<file path="src/rtl/title_pkg.sv">
// Shared definitions for the title animator: FSM states and screen/sprite geometry.
package title_pkg;

  typedef enum logic [1:0] {
    HOME = 2'd0,
    MOVE = 2'd1,
    HOLD = 2'd2
  } state_e;

  localparam int SCREEN_WIDTH  = 640;
  localparam int SCREEN_HEIGHT = 480;
  localparam int TITLE_WIDTH   = 256;
  localparam int TITLE_HEIGHT  = 128;

  // Largest origin that keeps the whole sprite on screen.
  localparam int X_MAX = SCREEN_WIDTH - TITLE_WIDTH;
  localparam int Y_MAX = SCREEN_HEIGHT - TITLE_HEIGHT;

endpackage

</file>
<file path="src/rtl/bounce_axis.sv">
// One axis of the bouncing title: steps the position and reflects it at 0 and max.
module bounce_axis #(
  parameter int STEP = 2
) (
  input  logic [10:0] pos_i,
  input  logic        dir_i,      // 1 = increasing, 0 = decreasing
  input  logic        step_en_i,
  input  logic [10:0] max_i,
  output logic [10:0] pos_o,
  output logic        dir_o,
  output logic        hit_o
);

  logic [11:0] sum;

  // 12-bit step so a move below zero shows up in bit 11; touching an edge
  // counts as a bounce, overshooting it is clamped back onto the edge.
  always_comb begin
    sum   = dir_i ? ({1'b0, pos_i} + 12'(STEP)) : ({1'b0, pos_i} - 12'(STEP));
    pos_o = pos_i;
    dir_o = dir_i;
    hit_o = 1'b0;
    if (step_en_i) begin
      pos_o = sum[10:0];
      if (dir_i) begin
        if (sum >= {1'b0, max_i}) begin
          pos_o = max_i;
          dir_o = 1'b0;
          hit_o = 1'b1;
        end
      end else if (sum[11] || (sum == 12'd0)) begin
        pos_o = 11'd0;
        dir_o = 1'b1;
        hit_o = 1'b1;
      end
    end
  end

endmodule

</file>
<file path="src/rtl/title_animator.sv">
// Frame-synchronous title sprite sequencer: parks, bounces and blinks the title,
// updating only at the start of vertical blanking so the sprite never tears.
module title_animator
  import title_pkg::*;
#(
  parameter int HOME_X       = 384,
  parameter int HOME_Y       = 32,
  parameter int STEP         = 2,
  parameter int HOLD_FRAMES  = 30,
  parameter int BLINK_FRAMES = 15
) (
  input  logic               clk,
  input  logic               reset,
  input  logic signed [31:0] pixel_row,
  input  logic signed [31:0] pixel_column,
  input  logic               anim_en,
  input  logic               blink_en,
  input  logic [3:0]         speed,
  output logic signed [31:0] title_x,
  output logic signed [31:0] title_y,
  output logic               title_visible,
  output logic               frame_tick,
  output logic [1:0]         state_o
);

  localparam int HOLD_W  = $clog2(HOLD_FRAMES);
  localparam int BLINK_W = $clog2(BLINK_FRAMES);

  logic in_vblank_q, in_vblank_dly_q, frame_tick_q;

  state_e               state_q, state_d;
  logic [10:0]          x_q, x_d, y_q, y_d;
  logic                 dir_x_q, dir_x_d, dir_y_q, dir_y_d;
  logic [3:0]           div_cnt_q, div_cnt_d;
  logic [HOLD_W-1:0]    hold_cnt_q, hold_cnt_d;
  logic [BLINK_W-1:0]   blink_cnt_q, blink_cnt_d;
  logic                 visible_q, visible_d;

  logic        step_en;
  logic [10:0] x_next, y_next;
  logic        dir_x_next, dir_y_next, hit_x, hit_y;

  // Only the row matters for blanking detection.
  logic unused_column;
  assign unused_column = ^pixel_column;

  // A move happens on a frame tick in MOVE when the divider has run out.
  assign step_en = frame_tick_q && (state_q == MOVE) && anim_en && (div_cnt_q == speed);

  bounce_axis #(.STEP(STEP)) u_axis_x (
    .pos_i(x_q), .dir_i(dir_x_q), .step_en_i(step_en), .max_i(11'(X_MAX)),
    .pos_o(x_next), .dir_o(dir_x_next), .hit_o(hit_x)
  );

  bounce_axis #(.STEP(STEP)) u_axis_y (
    .pos_i(y_q), .dir_i(dir_y_q), .step_en_i(step_en), .max_i(11'(Y_MAX)),
    .pos_o(y_next), .dir_o(dir_y_next), .hit_o(hit_y)
  );

  // Rising-edge detect of vertical blanking, registered into a one-cycle tick.
  always_ff @(posedge clk) begin
    if (reset) begin
      in_vblank_q     <= 1'b0;
      in_vblank_dly_q <= 1'b0;
      frame_tick_q    <= 1'b0;
    end else begin
      in_vblank_q     <= (pixel_row >= SCREEN_HEIGHT);
      in_vblank_dly_q <= in_vblank_q;
      frame_tick_q    <= in_vblank_q & ~in_vblank_dly_q;
    end
  end

  // Animation state registers.
  always_ff @(posedge clk) begin
    if (reset) begin
      state_q     <= HOME;
      x_q         <= 11'(HOME_X);
      y_q         <= 11'(HOME_Y);
      dir_x_q     <= 1'b1;
      dir_y_q     <= 1'b1;
      div_cnt_q   <= '0;
      hold_cnt_q  <= '0;
      blink_cnt_q <= '0;
      visible_q   <= 1'b1;
    end else begin
      state_q     <= state_d;
      x_q         <= x_d;
      y_q         <= y_d;
      dir_x_q     <= dir_x_d;
      dir_y_q     <= dir_y_d;
      div_cnt_q   <= div_cnt_d;
      hold_cnt_q  <= hold_cnt_d;
      blink_cnt_q <= blink_cnt_d;
      visible_q   <= visible_d;
    end
  end

  // Next-state logic; everything holds except on a frame tick.
  always_comb begin
    state_d     = state_q;
    x_d         = x_q;
    y_d         = y_q;
    dir_x_d     = dir_x_q;
    dir_y_d     = dir_y_q;
    div_cnt_d   = div_cnt_q;
    hold_cnt_d  = hold_cnt_q;
    blink_cnt_d = blink_cnt_q;
    visible_d   = visible_q;

    if (frame_tick_q) begin
      unique case (state_q)
        HOME: begin
          x_d = 11'(HOME_X);
          y_d = 11'(HOME_Y);
          if (anim_en) begin
            state_d   = MOVE;
            div_cnt_d = '0;
          end
        end
        MOVE: begin
          if (!anim_en) begin
            state_d = HOME;
            x_d     = 11'(HOME_X);
            y_d     = 11'(HOME_Y);
            dir_x_d = 1'b1;
            dir_y_d = 1'b1;
          end else if (div_cnt_q == speed) begin
            div_cnt_d = '0;
            x_d       = x_next;
            y_d       = y_next;
            dir_x_d   = dir_x_next;
            dir_y_d   = dir_y_next;
            // A corner hit flips both axes but still costs a single pause.
            if (hit_x || hit_y) begin
              state_d    = HOLD;
              hold_cnt_d = '0;
            end
          end else if (div_cnt_q > speed) begin
            // speed dropped below the running count; restart rather than stall.
            div_cnt_d = '0;
          end else begin
            div_cnt_d = div_cnt_q + 4'd1;
          end
        end
        HOLD: begin
          hold_cnt_d = hold_cnt_q + 1'b1;
          if (!anim_en) begin
            state_d = HOME;
            x_d     = 11'(HOME_X);
            y_d     = 11'(HOME_Y);
            dir_x_d = 1'b1;
            dir_y_d = 1'b1;
          end else if (hold_cnt_q == HOLD_W'(HOLD_FRAMES - 1)) begin
            state_d   = MOVE;
            div_cnt_d = '0;
          end
        end
        default: state_d = HOME;
      endcase

      if (blink_en) begin
        if (blink_cnt_q == BLINK_W'(BLINK_FRAMES - 1)) begin
          blink_cnt_d = '0;
          visible_d   = ~visible_q;
        end else begin
          blink_cnt_d = blink_cnt_q + 1'b1;
        end
      end else begin
        blink_cnt_d = '0;
        visible_d   = 1'b1;
      end
    end
  end

  assign title_x       = {21'd0, x_q};
  assign title_y       = {21'd0, y_q};
  assign title_visible = visible_q;
  assign frame_tick    = frame_tick_q;
  assign state_o       = state_q;

endmodule

</file>
<file path="config.mk">
export PLATFORM = sky130hd
export DESIGN_NAME = title_animator
export DESIGN_NICKNAME = d
export VERILOG_FILES = /design/src/rtl/title_pkg.sv /design/src/rtl/bounce_axis.sv /design/src/rtl/title_animator.sv
export SDC_FILE = /design/constraint.sdc
export NUM_CORES = 1
export LEC_CHECK = 0
export BUFFER_PORTS_ARGS = -buffer_cell sky130_fd_sc_hd__buf_2
export CORE_MARGIN = 2
export CORE_UTILIZATION = 45
export CTS_BUF_LIST = sky130_fd_sc_hd__clkbuf_4 sky130_fd_sc_hd__clkbuf_8 sky130_fd_sc_hd__clkbuf_16
export DETAILED_ROUTE_END_ITERATION = 10
export PLACE_DENSITY = 0.87
export RECOVER_POWER = 100
export SYNTH_ARGS = -nofsm -noshare
export SYNTH_HDL_FRONTEND = slang
export SYNTH_SLANG_ARGS = --single-unit
</file>
<file path="constraint.sdc">
create_clock -name clk -period 2.8 [get_ports clk]
set_clock_uncertainty 0.05 [all_clocks]
set_input_delay 0.14 -clock clk [delete_from_list [all_inputs] [get_ports clk]]
set_output_delay 0.14 -clock clk [all_outputs]
set_load 0.1 [all_outputs]
</file>
==> metrics.md <==
| Metric | Value |
|---|---|
| Status | `finished clean` |
| Placed Area | `0.00399 mm²` |
| Worst r2r path cells | `10` |
| Core Util, Final | `57.0%` |
| Floorplan core area | `0.00761 mm²` |
| Total wire length | `9170 µm` |
| Cells after Synth | `435` |
| Library cells used by synthesis | `72` |
| Total leakage power | `0.00182 µW` |
| Clock sinks | `41` |
| Vias | `3557` |
| Clock tree root driver cell | `clkbuf_8` |
| Antenna-violating nets left | `0` |
| First-pass GRT wire length | `14500 µm` |
| Num CTS Buffers | `5` |
| Crit path cell chain | `inv_8 > ha_4 > a211o_1 > a211oi_2 > or4_4 > a21oi_2 > and2b_1 > a32o_2 > and2_4 > mux2_2` |
| Endpoints failing setup | `0` |
| Design area | `0.00434 mm²` |
| Final Wtd Congestion | `0.897` |
| CP max-delay cell | `or4_4` |
| Setup crit end kind | `flop` |
| CP peak stage delay | `0.53 ns` |
| Sequential share of the synthesized area | `23.5%` |
| Tcrit/Tclk final | `99.1%` |
| GRT busiest layer | `met2` |
| Layout cells sized above 1 | `28.7%` |
| H-tree Lvls | `2` |
| CTS max path bufs | `2` |
| Main flop type after synthesis | `dfxtp_1` |
| Worst-Margin Slew | `1.22 ns` |
| Place WS | `-0.0986 ns` |
| Mapped cell area | `0.00349 mm²` |
| Initial cell density of the core | `45.8%` |
| Clk slew on worst S/H paths | `0.09 ns` |
| DR vias/cell | `5.69` |
| Hold Path Class | `in2reg` |
| Rel. slew slack | `19.3%` |
| M1 GR Usage | `23.9%` |
| Crit path required time | `2.95 ns` |
| IO Port Bufs | `58` |
| Met2 Usage GRT | `36.3%` |
| Reg2Reg Capture Point | `x_q[1]` |
| DR pass1 iterations | `5` |
| Width of the die | `92.0 µm` |
| Nets | `622` |
| Startpoint types | `flop` |
| Reg2Reg Setup Slack | `0.02 ns` |
| Vias in the first global route | `3311` |
| Most frequent cells in the layout | `44 x conb_1, 37 x buf_4, 33 x buf_2` |
| Max frequency | `360 MHz` |
| Avg Cell Area, Syn | `8.01 µm²` |
| DR WL/cell | `14.7 µm` |
| Critical Path Source | `dir_x_q` |
| Die ar. | `0.00847 mm²` |
| Max FO, Critical Path | `10` |
| DRC errors left | `0` |
| R2r startpoint | `dir_x_q` |
| EDFF count, synth | `0` |
| Worst Hold Launch | `blink_en` |
| Initial DRC Count | `179` |
| Largest net degree at the start of global routing | `21` |
| Async SR Flop Fraction | `0%` |
| WS Path Type | `reg2reg` |
| CP Data Arrival Time | `2.93 ns` |
| Skew-Pair Late Insertion Delay | `0.31 ns` |
| # IOs | `140` |
| Final HPWL from detailed placement | `6700 µm` |
| M3 GR Usage | `4.11%` |
| PwrDens | `314 mW/mm²` |
| Register bit total from synthesis | `41` |
| Most common cell after layout, fill and taps aside | `conb_1` |
| Initial antenna violation count | `1` |
| Gr usage total | `20.6%` |
| RSZ-0062 raised after global routing | `yes` |
| Max_cap viols | `0` |
| Yosys warnings | `0` |
| CTS tree | `built` |
| Chip height | `92.0 µm` |
| Fin crit period | `2.78 ns` |
| Worst Setup EP | `x_q[1]` |
| Final hold vios | `0` |
| FP Rows | `32` |
| Slew Limit Fails | `0` |
| Final worst slack | `0.0249 ns` |
| GRT overflow | `0` |
| Area growth, synth to finish | `24.4%` |
| VDD IR max | `0.200 mV` |
## metrics by stage
stage          setup TNS [ns]  hold slack [ns]  power, µW  instances
4_1_cts                     0           0.0824       1360        620
5_1_grt                -0.486           0.0906       1410        625
2_1_floorplan        -0.00981            0.169        951        478
3_5_place_dp           -0.989            0.279        947        609
3_3_place_gp           -0.193            0.270        942        609
6_report                    0           0.0866       1360        625
## synth_stat cells, types with 2 or more instances
cell type	number	share of area (%)
a221oi_1	3	0.75
fa_1	2	1.1
or3_1	2	0.36
a22o_1	8	2.0
a21oi_1	27	3.9
dfxtp_1	41	24
o22ai_1	2	0.36
nand4b_1	3	0.75
a211o_1	3	0.75
and2_1	2	0.36
xnor2_1	5	1.3
mux2i_1	2	0.57
nor3_1	7	1.0
nor2_1	31	3.3
a21o_1	9	1.9
nand2_1	22	2.4
a311oi_1	4	1.0
o21a_1	4	0.86
buf_4	45	9.7
clkbuf_1	9	0.97
a31oi_1	3	0.54
a211oi_1	6	1.3
buf_6	2	0.65
xor2_1	7	1.8
buf_2	5	0.72
nand3_1	14	2.0
o21bai_1	3	0.65
and3_1	5	0.90
nand2b_1	5	0.90
and4_1	2	0.50
a32o_1	4	1.1
nand4_1	9	1.6
or4_1	3	0.65
o31ai_1	3	0.65
nor4_1	7	1.3
ha_1	27	9.7
nor2b_1	8	1.4
nor3b_1	4	0.86
or2_2	5	0.90
o211a_1	4	1.1
inv_1	19	2.0
o21ai_0	29	4.2
## critical path: cells and delay by family, from the launching register on
family	cells	cell delay, ns
flip-flops	1	0.39
AND/OR/NAND/NOR	3	0.93
buffers and inverters	1	0.06
AO/OA/AOI/OAI	4	0.73
adder cells (fa/ha/maj)	1	0.25
multiplexers	1	0.26
## registers in the layout, indices dropped and copies added, names as in the netlist
signal           cells
blink_cnt_q          4
frame_tick           1
hold_cnt_q           5
dir_x_q              1
in_vblank_dly_q      1
dir_y_q              1
in_vblank_q          1
div_cnt_q            4
title_visible        1
state_o              2
x_q                 10
y_q                 10
## where the power goes
group,internal [µW],switching (µW)
combinational,45.4,319
sequential,573,5.44
clock,181,237
total,800,562
## area by class of cell
cell class | instances | area, µm²
Multi-Input combinational cell | 356 | 2590
Clock buffer | 5 | 68.8
Antenna cell | 1 | 2.50
Clock inverter | 3 | 23.8
Sequential cell | 41 | 880
Inverter | 20 | 85.1
Tap cell | 102 | 128
Fill cell | 685 | 3270
Timing Repair Buffer | 97 | 558
## per-layer routing
metal	wire (µm)	vias to the layer above	part of all wire, %
met5	0	-	0
met3	588	28	6.4
met1	3670	1676	40
met4	286	0	3.1
li1	-	1698	-
met2	4620	155	50
## worst min path at each step
| stage | endpoint | depth (start not counted) |
|---|---|---|
| 2_1_floorplan | in_vblank_q | 1 |
| 3_3_place_gp | in_vblank_q | 2 |
| 3_5_place_dp | in_vblank_q | 2 |
| 4_1_cts | blink_cnt_q[3] | 3 |
| 5_1_grt | blink_cnt_q[3] | 3 |
| 6_report | blink_cnt_q[3] | 3 |
## kinds of logic (layout without fill, tap and decap cells)
| group | count (synthesis) | count (layout) | share of synthesized area, % |
|---|---|---|---|
| simple gates | 135 | 135 | 20.6 |
| xor+xnor | 12 | 12 | 3.02 |
| compound gates | 133 | 133 | 26.8 |
| other cells | 1 | 45 | 0.108 |
| buf+inv | 81 | 125 | 14.2 |
| mux | 3 | 3 | 0.897 |
| fa+ha+maj | 29 | 29 | 10.8 |
| flops | 41 | 41 | 23.5 |
## repair_timing
item	in CTS	in global routing
resized for setup	17	29
hold buffers	1	0
hold endpoints to repair	1	0
setup buffers	2	4
endpoints found under the setup margin	23	28
pin swaps	8	13
No activity file was read; power rests on OpenSTA's default activity.
